--- src/rtl/vga_scan_ctrl.sv ---
`timescale 1ns/1ps
// ---------------------------------------------------------------------------
// vga_scan_ctrl
//
// Raster-scan timing source for the graphics renderer. Generates 640x480@60
// VGA timing from a fast system clock divided down to the pixel rate, hands
// the renderer the pixel coordinate to fetch, samples its colour reply at the
// end of every pixel slot, blanks it outside the visible area and drives the
// result to the DAC pins together with matching sync and data-enable.
//
// Ports
//   clk            in   1   system clock, all logic on posedge
//   rst            in   1   asynchronous reset, active-high
//   i_r,i_g,i_b    in   4   renderer colour for the coordinate on o_x_read/o_y_read
//   o_x_read       out  10  horizontal scan counter (0..H_TOTAL-1)
//   o_y_read       out  10  vertical scan counter (0..V_TOTAL-1)
//   o_r,o_g,o_b    out  4   registered pixel colour, zero while blanked
//   o_hs,o_vs      out  1   registered sync, asserted level is SYNC_POL
//   o_de           out  1   registered: displayed pixel lies in the active area
//   o_frame_start  out  1   one-clk pulse when the scan wraps to (0,0)
//
// Pipeline
//   p0: clock divider and h/v scan counters (the coordinate being fetched)
//   p1: output registers; they capture the slot that is ending, so the pins
//       lag the coordinates by exactly one pixel slot.
// ---------------------------------------------------------------------------
module vga_scan_ctrl #(
    parameter int CLK_DIV  = 4,
    parameter int H_ACTIVE = 640,
    parameter int H_FP     = 16,
    parameter int H_SYNC   = 96,
    parameter int H_BP     = 48,
    parameter int V_ACTIVE = 480,
    parameter int V_FP     = 10,
    parameter int V_SYNC   = 2,
    parameter int V_BP     = 33,
    parameter bit SYNC_POL = 1'b0
) (
    input  logic       clk,
    input  logic       rst,
    input  logic [3:0] i_r,
    input  logic [3:0] i_g,
    input  logic [3:0] i_b,
    output logic [9:0] o_x_read,
    output logic [9:0] o_y_read,
    output logic [3:0] o_r,
    output logic [3:0] o_g,
    output logic [3:0] o_b,
    output logic       o_hs,
    output logic       o_vs,
    output logic       o_de,
    output logic       o_frame_start
);

    localparam int H_TOTAL = H_ACTIVE + H_FP + H_SYNC + H_BP;
    localparam int V_TOTAL = V_ACTIVE + V_FP + V_SYNC + V_BP;
    localparam int DIV_W   = (CLK_DIV > 1) ? $clog2(CLK_DIV) : 1;

    localparam logic [DIV_W-1:0] DIV_LAST = DIV_W'(CLK_DIV - 1);

    localparam logic [9:0] H_LAST   = 10'(H_TOTAL - 1);
    localparam logic [9:0] H_ACT    = 10'(H_ACTIVE);
    localparam logic [9:0] HS_START = 10'(H_ACTIVE + H_FP);
    localparam logic [9:0] HS_END   = 10'(H_ACTIVE + H_FP + H_SYNC);

    localparam logic [9:0] V_LAST   = 10'(V_TOTAL - 1);
    localparam logic [9:0] V_ACT    = 10'(V_ACTIVE);
    localparam logic [9:0] VS_START = 10'(V_ACTIVE + V_FP);
    localparam logic [9:0] VS_END   = 10'(V_ACTIVE + V_FP + V_SYNC);

    // ---------------------------------------------------------------- p0
    logic [DIV_W-1:0] div_cnt_p0;
    logic [9:0]       h_cnt_p0;
    logic [9:0]       v_cnt_p0;

    logic tick_p0;
    logic h_last_p0;
    logic v_last_p0;
    logic active_p0;
    logic hs_win_p0;
    logic vs_win_p0;

    // tick marks the last clk of a pixel slot; the renderer reply has been
    // stable since 2 clk after the coordinate changed, so it is sampled here.
    assign tick_p0   = (div_cnt_p0 == DIV_LAST);
    assign h_last_p0 = (h_cnt_p0 == H_LAST);
    assign v_last_p0 = (v_cnt_p0 == V_LAST);
    assign active_p0 = (h_cnt_p0 < H_ACT) && (v_cnt_p0 < V_ACT);
    assign hs_win_p0 = (h_cnt_p0 >= HS_START) && (h_cnt_p0 < HS_END);
    assign vs_win_p0 = (v_cnt_p0 >= VS_START) && (v_cnt_p0 < VS_END);

    always_ff @(posedge clk or posedge rst) begin
        if (rst) begin
            div_cnt_p0 <= '0;
        end else if (tick_p0) begin
            div_cnt_p0 <= '0;
        end else begin
            div_cnt_p0 <= div_cnt_p0 + DIV_W'(1);
        end
    end

    always_ff @(posedge clk or posedge rst) begin
        if (rst) begin
            h_cnt_p0 <= '0;
            v_cnt_p0 <= '0;
        end else if (tick_p0) begin
            if (h_last_p0) begin
                h_cnt_p0 <= '0;
                if (v_last_p0) begin
                    v_cnt_p0 <= '0;
                end else begin
                    v_cnt_p0 <= v_cnt_p0 + 10'd1;
                end
            end else begin
                h_cnt_p0 <= h_cnt_p0 + 10'd1;
            end
        end
    end

    assign o_x_read = h_cnt_p0;
    assign o_y_read = v_cnt_p0;

    // ---------------------------------------------------------------- p1
    logic [11:0] rgb_p1;
    logic        vld_p1;
    logic        hs_p1;
    logic        vs_p1;
    logic        frame_start_p1;

    always_ff @(posedge clk or posedge rst) begin
        if (rst) begin
            rgb_p1         <= 12'h000;
            vld_p1         <= 1'b0;
            hs_p1          <= ~SYNC_POL;
            vs_p1          <= ~SYNC_POL;
            frame_start_p1 <= 1'b0;
        end else begin
            // Pulse lasts only the clk after the wrapping tick.
            frame_start_p1 <= tick_p0 && h_last_p0 && v_last_p0;
            if (tick_p0) begin
                rgb_p1 <= active_p0 ? {i_r, i_g, i_b} : 12'h000;
                vld_p1 <= active_p0;
                hs_p1  <= hs_win_p0 ? SYNC_POL : ~SYNC_POL;
                vs_p1  <= vs_win_p0 ? SYNC_POL : ~SYNC_POL;
            end
        end
    end

    assign o_r           = rgb_p1[11:8];
    assign o_g           = rgb_p1[7:4];
    assign o_b           = rgb_p1[3:0];
    assign o_de          = vld_p1;
    assign o_hs          = hs_p1;
    assign o_vs          = vs_p1;
    assign o_frame_start = frame_start_p1;

endmodule

--- config.mk ---
export PLATFORM = sky130hd
export DESIGN_NAME = vga_scan_ctrl
export DESIGN_NICKNAME = d
export VERILOG_FILES = /design/src/rtl/vga_scan_ctrl.sv
export SDC_FILE = /design/constraint.sdc
export NUM_CORES = 1
export LEC_CHECK = 0
export CORE_MARGIN = 4
export CORE_UTILIZATION = 40
export CTS_CLUSTER_DIAMETER = 40
export DETAILED_ROUTE_END_ITERATION = 10
export HOLD_SLACK_MARGIN = 0.1
export PLACE_DENSITY_LB_ADDON = 0.15
export SYNTH_ARGS = -nofsm -noshare
export SYNTH_HDL_FRONTEND = slang
export SYNTH_SLANG_ARGS = --single-unit
--- constraint.sdc ---
create_clock -name clk -period 2.45 [get_ports clk]
set_input_delay 0.49 -clock clk [delete_from_list [all_inputs] [get_ports clk]]
set_output_delay 0.49 -clock clk [all_outputs]
set_load 0.01 [all_outputs]
==> reports/metrics.yaml, run 1 <==
ant_nets: 0
routed_via_density: 5.43
synthArstFlopShare: 1.00
floorplan.initialDensity: 0.421
crit_buf_inv: 1
layout_min_cycle_time_ps: 1880
areaGrowthSynthToFinish_pct: 40.2
cp_max_fo: 8
critPathMaxStageDelay_ps: 600
critPathSlowestCell: "clkdlybuf4s50_1"
fin_nets: 228
path_cells: "clkdlybuf4s50_1"
root_buffer: "clkbuf_8"
setup_tns_ps: 0
finalWorstSetupSlack_ps: 572
setup_viol: 0
worst_setup_path_end_kind: "output port"
r2r_start: "o_x_read[0]"
ys_seq_area_frac: 0.554
ys.warnings.count: 0
synth_top_cell_by_area: "dfrtp_1"
gr-total-overflow: 0
ys_types: 36
portBuffers: 49
fin_util: 0.591
outcome: "completed"
post-route-period-util: 0.766
vias: 1411
postSynthCellCount: 156
min-delay-start: "div_cnt_p0[0]"
clk_latency_ps: 280
drv_slew: 0
multi_input_area_um2: 708
yosys_register_bits: 38
core_um2: 4090
final_area_um2: 2410
totalWireLength_mm: 4.11
synth_top_area_frac: 0.523
path_delay_family: "buffers and inverters"
drive_above_1_share: 0.0762
clock_skew_ps: 6.90
cts_sinks: 38
rsz0062_at_grt: "false"
cts_tree: "done"
cts_hold_buf: 0
holdWs_ps: 429
tightest_slew_ps: 569
leakage_nw: 0.991
dp_hpwl_mm: 2.94
fp.dieW_um: 73.6
path_clk_slew_ps: 70
drt-pass1-iter-count: 4
std_cell_rows: 23
criticalPathCategory: "reg -> out"
grtUsageTotal: 0.162
wl_per_cell_um: 15.8
grt_first_pass_wirelength_mm: 6.82
cts_resized: 0
synth-edff-count: 0
placed_area_um2: 2270
grt_pass1_vias: 1430
cts-htree-levels: 2
hold_viol: 0
startpoint: "o_y_read[3]"
drc: 0
slew_headroom: 0.617
critPathLaunchType: "flip-flop"
synthesis.nets: 175
initialDrtViolationCount: 43
max_freq_mhz: 533
powerDensity_nw_per_um2: 565
grt_max_degree: 39
hold_path_class: "reg -> reg"
ctsLongestPathBuffers: 2
seqCellArea_um2: 953
layout.cells.non_filler: 260
arrival_ps: 1390
placed_cells: 252
finalPower_mw: 1.36
yosys-top-cells-area: "dfrtp_1 52%, a22o_1 6.6%, ha_1 3.6%"
place_ws_ps: 589
io_pins: 50
vdd_drop_max_uv: 391
netlist_area_um2: 1720
gp_congestion: 0.861
antennaDiodeCount: 0
dieArea_um2: 5420
cp.required_ps: 1960
antenna_found_initial: 0
drv_cap: 0
die_y_um: 73.6
avgSynthCellArea_um2: 11.0
synth_flop_cell: "dfrtp_1"
fillers: 356
cts_buffers: 5
post_cts_buffers: 0
[layout make-up]
class / instances / share of cell area
sequential: 38 / 0.395
multi-input combinational: 103 / 0.293
timing repair buffer: 52 / 0.213
clock buffer: 6 / 0.0342
tap: 50 / 0.0259
clock inverter: 2 / 0.0249
inverter: 9 / 0.0140
[logic make-up (layout without fill, tap and decap cells)]
group           count (synthesis)  in the layout  share of synthesized area
compound gates                 30             30                      0.125
xor+xnor                        9              9                     0.0458
fa+ha+maj                       5              5                     0.0363
buf+inv                        15             69                     0.0349
flops                          38             38                      0.554
mux                             4              4                     0.0233
simple gates                   55             55                      0.181
[routing by layer]
| layer | part of all wire | global-route usage |
|---|---|---|
| met2 | 0.47 | 0.258 |
| met5 | 0 | 0 |
| met1 | 0.45 | 0.214 |
| met4 | 0.0092 | 0.0503 |
| met3 | 0.073 | 0.0438 |
[flip-flops by register name (all words and copies together) (netlist names)]
register and count:
o_de 1, o_frame_start 1, o_vs 1, o_hs 1
o_y_read 10, rgb_p1 12, o_x_read 10, div_cnt_p0 2
[cell usage after synthesis, types with 2 or more instances]
cell / n
a21o_1: 2
a21oi_1: 2
a22o_1: 13
and2_1: 2
and3_1: 4
buf_2: 3
clkbuf_1: 2
dfrtp_1: 36
dfstp_2: 2
ha_1: 5
inv_1: 9
mux2i_1: 4
nand2_1: 15
nand3_1: 6
nand3b_1: 2
nand4_1: 8
nand4b_1: 2
nor2_1: 4
nor3_1: 3
o21ai_0: 7
o22ai_1: 3
xnor2_1: 7
xor2_1: 2
[power by group]
part | leakage, nW | switching (mW) | internal, mW | total [mW]
sequential | 0.477 | 0.00540 | 0.637 | 0.642
combinational | 0.443 | 0.0265 | 0.0443 | 0.0707
clock | 0.0714 | 0.217 | 0.434 | 0.651
[cells in the final DEF (no fill, tap or decap), types with 3 or more instances in the layout]
cell,Yosys,layout
o21ai_0,7,7
mux2i_1,4,4
o22ai_1,3,3
clkbuf_8,0,6
a22o_1,13,13
nor2_1,4,4
and3_1,4,4
clkdlybuf4s50_1,0,49
xnor2_1,7,7
ha_1,5,5
nand4_1,8,8
nand2_1,15,15
inv_1,9,9
nand3_1,6,6
dfrtp_1,36,36
nor3_1,3,3
buf_4,0,3
[final timing paths]
| path | to | slack, ps | depth (start not counted) |
|---|---|---|---|
| worst max-delay path | o_y_read[3] | 570 | 1 |
| worst min-delay path | div_cnt_p0[0] | 430 | 1 |
| worst max register to register | o_x_read[3] | 620 | 5 |
| worst min register to register | div_cnt_p0[0] | 430 | 1 |
| max in group asynchronous | o_hs | 1470 | 3 |
| min in group asynchronous | rgb_p1[2] | 620 | 3 |
No activity file was read; power rests on OpenSTA's default activity.
==> run 2: changes to the inputs <==
Clock period 2.45 ns to 1.67 ns, I/O delays scaled along.
==> run 2 against run 1 <==
Total power up 30%; sequential share of layout area fell by 2.0 points; global-route usage increased by 0.83 points; count of clock-buffer cells in the layout up 2; critical path type unchanged; largest power group is now sequential cells.
==> reports/metrics.yaml, run 2 (synthesis results as in run 1) <==
r2r_end: "o_y_read[6]"  # was o_x_read[3]
cts_buffers: 5  # unchanged
fin_util: 0.630  # was 0.591
dieArea_um2: 5420  # unchanged
wl_met3_um: 320  # was 302 um
fp.dieW_um: 73.6  # unchanged
top_layer: "met4"  # unchanged
cts_sinks: 38  # unchanged
slew_headroom: 0.688  # was 0.617
grtUsageTotal: 0.170  # was 0.162
rsz0062_at_grt: "true"  # was false
gr-total-overflow: 0  # unchanged
dp_hpwl_mm: 3.07  # was 2.94 mm
grt_max_degree: 39  # unchanged
ant_nets: 0  # unchanged
drv_cap: 0  # unchanged
drt-pass1-iter-count: 4  # unchanged
clk_latency_ps: 290  # was 280 ps
ctsLongestPathBuffers: 2  # unchanged
drt-met1-wl_mm: 1.97  # was 1.83 mm
antenna_found_initial: 0  # unchanged
criticalPathCategory: "reg -> out"  # unchanged
arrival_ps: 1300  # was 1390 ps
std_cell_rows: 23  # unchanged
finalPower_mw: 1.78  # was 1.36 mW
regMostFlops: "rgb_p1"  # unchanged
fillers: 345  # was 356
drive_above_1_share: 0.216  # was 0.0762
wl_per_cell_um: 15.4  # was 15.8 um
powerDensity_nw_per_um2: 690  # was 565 nW/um^2
path_delay_family: "buffers and inverters"  # unchanged
cts_tree: "done"  # unchanged
cp.required_ps: 1340  # was 1960 ps
clock_skew_ps: 12.0  # was 6.90 ps
initialDrtViolationCount: 56  # was 43
post-route-period-util: 0.979
hold_path_class: "in -> async"  # was reg -> reg
cts_hold_buf: 0  # unchanged
multi_input_area_um2: 741  # was 708 um^2
routed_via_density: 5.35  # was 5.43
drv_slew: 0  # unchanged
path_cells: "clkdlybuf4s50_1"  # unchanged
holdWs_ps: 398  # was 429 ps
setup_viol: 0  # unchanged
die_y_um: 73.6  # unchanged
cts-htree-levels: 2  # unchanged
critPathMaxStageDelay_ps: 570  # was 600 ps
final_common_cell: "clkdlybuf4s50_1"  # unchanged
place_ws_ps: 21.3  # was 589 ps
cp_max_fo: 5  # was 8
root_buffer: "clkbuf_8"  # unchanged
layout.cells.non_filler: 277  # was 260
largest_reg_flops: 12  # unchanged
drc: 0  # unchanged
antennaDiodeCount: 0  # unchanged
hold_viol: 0  # unchanged
vdd_drop_max_uv: 484  # was 391 uV
floorplan.initialDensity: 0.421  # unchanged
reg2reg_depth: 7  # was 5
worst_setup_path_end_kind: "output port"  # unchanged
r2r_start: "o_x_read[1]"  # was o_x_read[0]
final_cell_mix: "38 x clkdlybuf4s50_1, 27 x dfrtp_1, 18 x buf_4"  # was 49 x clkdlybuf4s50_1, 36 x dfrtp_1, 15 x nand2_1
core_um2: 4090  # unchanged
totalWireLength_mm: 4.26  # was 4.11 mm
layout_min_cycle_time_ps: 1630
critPathLaunchType: "flip-flop"  # unchanged
path_clk_slew_ps: 80  # was 70 ps
seqCellArea_um2: 965  # was 953 um^2
r2r_slack_ps: 90  # was 620 ps
dr_wl_met2_mm: 1.92  # was 1.94 mm
max_freq_mhz: 612
io_pins: 50  # unchanged
leakage_nw: 1.15  # was 0.991 nW
fin_nets: 245  # was 228
grt_first_pass_wirelength_mm: 7.17  # was 6.82 mm
portBuffers: 49  # unchanged
tightest_slew_ps: 467  # was 569 ps
placed_cells: 265  # was 252
areaGrowthSynthToFinish_pct: 49.5  # was 40.2%
critPathSlowestCell: "clkdlybuf4s50_1"  # unchanged
vias: 1482  # was 1411
crit_buf_inv: 1  # unchanged
grt_pass1_vias: 1530  # was 1430
outcome: "completed"  # unchanged
finalWorstSetupSlack_ps: 35.3  # was 572 ps
gp_congestion: 0.799  # was 0.861
==> run 2: area by class of cell <==
class                   instances  area share
clock buffers                   8      0.0428
multi-input cells             103       0.288
repair buffers                 69       0.257
inverters                       9      0.0131
well taps                      50      0.0243
flip-flops and latches         38       0.375
==> run 2: repair_timing <==
action	in CTS	in global routing
setup buffers	0	4
pin swaps	0	1
resized for setup	8	18
endpoints found under the setup margin	8	34
==> run 2: metal layers <==
metal,track usage,up-vias
met5,0,-
li1,-,703
met3,0.0410,7
met4,0.0543,0
met2,0.281,49
met1,0.218,723
==> run 2: how the worst max path moves through the flow <==
stage,startpoint,end,slack [ps],cells past startpoint
CTS,div_cnt_p0[0],o_y_read[3],4,5
floorplan,o_x_read[1],o_y_read[3],-30,5
global route,o_x_read[1],o_y_read[6],-30,7
detailed placement,div_cnt_p0[0],o_y_read[3],20,5
finish,o_y_read[6],o_y_read[6],40,1
global placement,o_x_read[1],o_y_read[2],80,5
==> run 2: report_power, final <==
group | switching [mW] | total [mW] | internal (mW) | leakage [nW]
registers | 0.00797 | 0.943 | 0.935 | 0.462
logic | 0.0390 | 0.107 | 0.0683 | 0.629
clock network | 0.309 | 0.726 | 0.417 | 0.0575
total | 0.356 | 1.78 | 1.42 | 1.15
==> run 2: tightest hold or removal path, delay by kind of cell <==
family                 cells  cell delay, ps
buffers and inverters      3             710
==> run 2: per-stage QoR <==
stage,setup TNS [ps],area [um^2]
floorplan,-57.7,1730
global placement,0,2390
detailed placement,0,2390
CTS,0,2490
global route,-119,2570
finish,0,2570
==> run 3: changes to the inputs <==
Settings changed: CTS_CLUSTER_SIZE from default to 12.
Clock period 1.67 ns to 1.4 ns, I/O delays scaled along.
==> run 3 against run 2 <==
The run now ends with negative setup slack left; critical path depth is 6 higher; hold slack worse by 59 ps; sequential cell count stayed put; routed wire length is 24% higher; global-route usage is 3.5 points higher.
==> reports/metrics.yaml, run 3 (synthesis results as in run 1) <==
fin_nets: 280  # was 245
critPathMaxStageDelay_ps: 410  # was 570 ps
slew_headroom: 0.810  # was 0.688
holdWs_ps: 339  # was 398 ps
vdd_drop_max_uv: 598  # was 484 uV
cts_sinks: 38  # unchanged
gr-total-overflow: 0  # unchanged
critPathSlowestCell: "dfrtp_1"  # was clkdlybuf4s50_1
totalWireLength_mm: 5.28  # was 4.26 mm
cts_tree: "done"  # unchanged
hold_path_class: "in -> async"  # unchanged
seqCellArea_um2: 958  # was 965 um^2
final_cell_mix: "40 x buf_4, 32 x dfrtp_1, 19 x dlygate4sd2_1"  # was 38 x clkdlybuf4s50_1, 27 x dfrtp_1, 18 x buf_4
fillers: 276  # was 345
violations: "negative setup slack"
wl_per_cell_um: 16.9  # was 15.4 um
powerDensity_nw_per_um2: 806  # was 690 nW/um^2
std_cell_rows: 23  # unchanged
leakage_nw: 1.35  # was 1.15 nW
max_freq_mhz: 628
core_um2: 4090  # unchanged
initialDrtViolationCount: 55  # was 56
clk_latency_ps: 290  # about the same
cp_max_fo: 8  # was 5
antenna_found_initial: 0  # unchanged
hold_viol: 0  # unchanged
criticalPathCategory: "reg -> reg"  # was reg -> out
layout_min_cycle_time_ps: 1590
worst_setup_path_end_kind: "flip-flop"  # was output port
final_common_cell: "buf_4"  # was clkdlybuf4s50_1
dp_hpwl_mm: 3.31  # was 3.07 mm
clock_skew_ps: 5.40  # was 12.0 ps
grtUsageTotal: 0.205  # was 0.170
grt_max_degree: 21  # was 39
ctsLongestPathBuffers: 2  # unchanged
vias: 1689  # was 1482
finalWorstSetupSlack_ps: -193  # was 35.3 ps
tightest_slew_ps: 281  # was 467 ps
r2r_slack_ps: -190  # was 90 ps
root_buffer: "clkbuf_8"  # unchanged
antennaDiodeCount: 0  # unchanged
io_pins: 50  # unchanged
drt-pass1-iter-count: 4  # unchanged
placed_cells: 287  # was 265
areaGrowthSynthToFinish_pct: 72.7  # was 49.5%
grt_pass1_vias: 1698  # was 1530
cts_hold_buf: 0  # unchanged
drv_cap: 0  # unchanged
cp.required_ps: 1610  # was 1340 ps
crit_top_cell: "buf_6"
crit_buf_inv: 2  # was 1
path_cells: "ha_4 > nand2_4 > buf_6 > nor4_4 > buf_6 > nand4_1 > xnor2_1"  # was clkdlybuf4s50_1
fp.dieW_um: 73.6  # unchanged
multi_input_area_um2: 875  # was 741 um^2
placed_area_um2: 2550  # was 2390 um^2
grt_first_pass_wirelength_mm: 8.42  # was 7.17 mm
setup_viol: 28  # was 0
gp_congestion: 0.880  # was 0.799
path_delay_family: "simple AND/OR/NAND/NOR gates"  # was buffers and inverters
die_y_um: 73.6  # unchanged
outcome: "finished, violations left"  # was completed
final_area_um2: 2970  # was 2570 um^2
critPathLaunchType: "flip-flop"  # unchanged
cts_buffers: 5  # unchanged
portBuffers: 49  # unchanged
drive_above_1_share: 0.401  # was 0.216
cts-htree-levels: 2  # unchanged
layout.cells.non_filler: 312  # was 277
dieArea_um2: 5420  # unchanged
largest_reg_flops: 12  # unchanged
place_ws_ps: -225  # was 21.3 ps
ant_nets: 0  # unchanged
arrival_ps: 1800  # was 1300 ps
floorplan.initialDensity: 0.421  # unchanged
post-route-period-util: 1.14
drv_slew: 0  # unchanged
rsz0062_at_grt: "true"  # unchanged
path_clk_slew_ps: 80  # about the same
routed_via_density: 5.41  # was 5.35
regMostFlops: "rgb_p1"  # unchanged
drc: 0  # unchanged
==> run 3: cell count changes in the layout (fill, tap and decap cells not counted), sizes merged, moves of 5 or more <==
cell and change:
dlygate4sd2 +13, clkdlybuf4s15 +10, clkdlybuf4s50 -25, buf +36
dlymetal6s2s -5
==> run 3: timing repair <==
item | in CTS | in global routing
setup buffers | 10 | 8
gates cloned | 2 | 0
pin swaps | 16 | 15
resized for setup | 85 | 32
setup endpoints to repair | 67 | 46
==> run 3: worst paths after layout <==
path / endpoint / from / depth (start not counted)
min in group clk: div_cnt_p0[0] / div_cnt_p0[0] / 1
max reg2reg: o_y_read[7] / o_x_read[1] / 7
max: o_y_read[7] / o_x_read[1] / 7
max in group asynchronous: o_vs / rst / 3
min: o_de / rst / 3
min reg2reg: div_cnt_p0[0] / div_cnt_p0[0] / 1
==> run 3: metrics by stage <==
step	utilization	TNS (ps)	total power, mW
floorplan	-	-2250	1.19
global placement	0.623	-3260	1.27
detailed placement	0.623	-4570	1.27
CTS	0.703	-1880	2.41
global route	0.728	-4720	2.47
finish	0.728	-2250	2.40
==> run 3: area by class of cell <==
| class | count | share of cell area |
|---|---|---|
| timing repair buffer | 102 | 0.300 |
| sequential | 38 | 0.322 |
| inverter | 9 | 0.0126 |
| timing repair inverter | 1 | 0.00252 |
| multi-input combinational | 104 | 0.294 |
| tap | 50 | 0.0210 |
| clock buffer | 6 | 0.0278 |
| clock inverter | 2 | 0.0202 |
==> run 3: power by group <==
group	internal [mW]	switching, mW
clock network	0.760	0.399
logic	0.0668	0.0478
registers	1.11	0.00845
total	1.94	0.455
==> run 3: tightest hold or removal path: cells and delay by family <==
family / cells / cell delay (ps)
buffers and inverters: 3 / 730
==> run 3: routing by layer <==
layer | vias up | GRT usage | wire [um]
li1 | 782 | - | -
met1 | 820 | 0.272 | 2320
met2 | 69 | 0.326 | 2460
met3 | 18 | 0.0397 | 343
met4 | 0 | 0.0865 | 167
met5 | - | 0 | 0
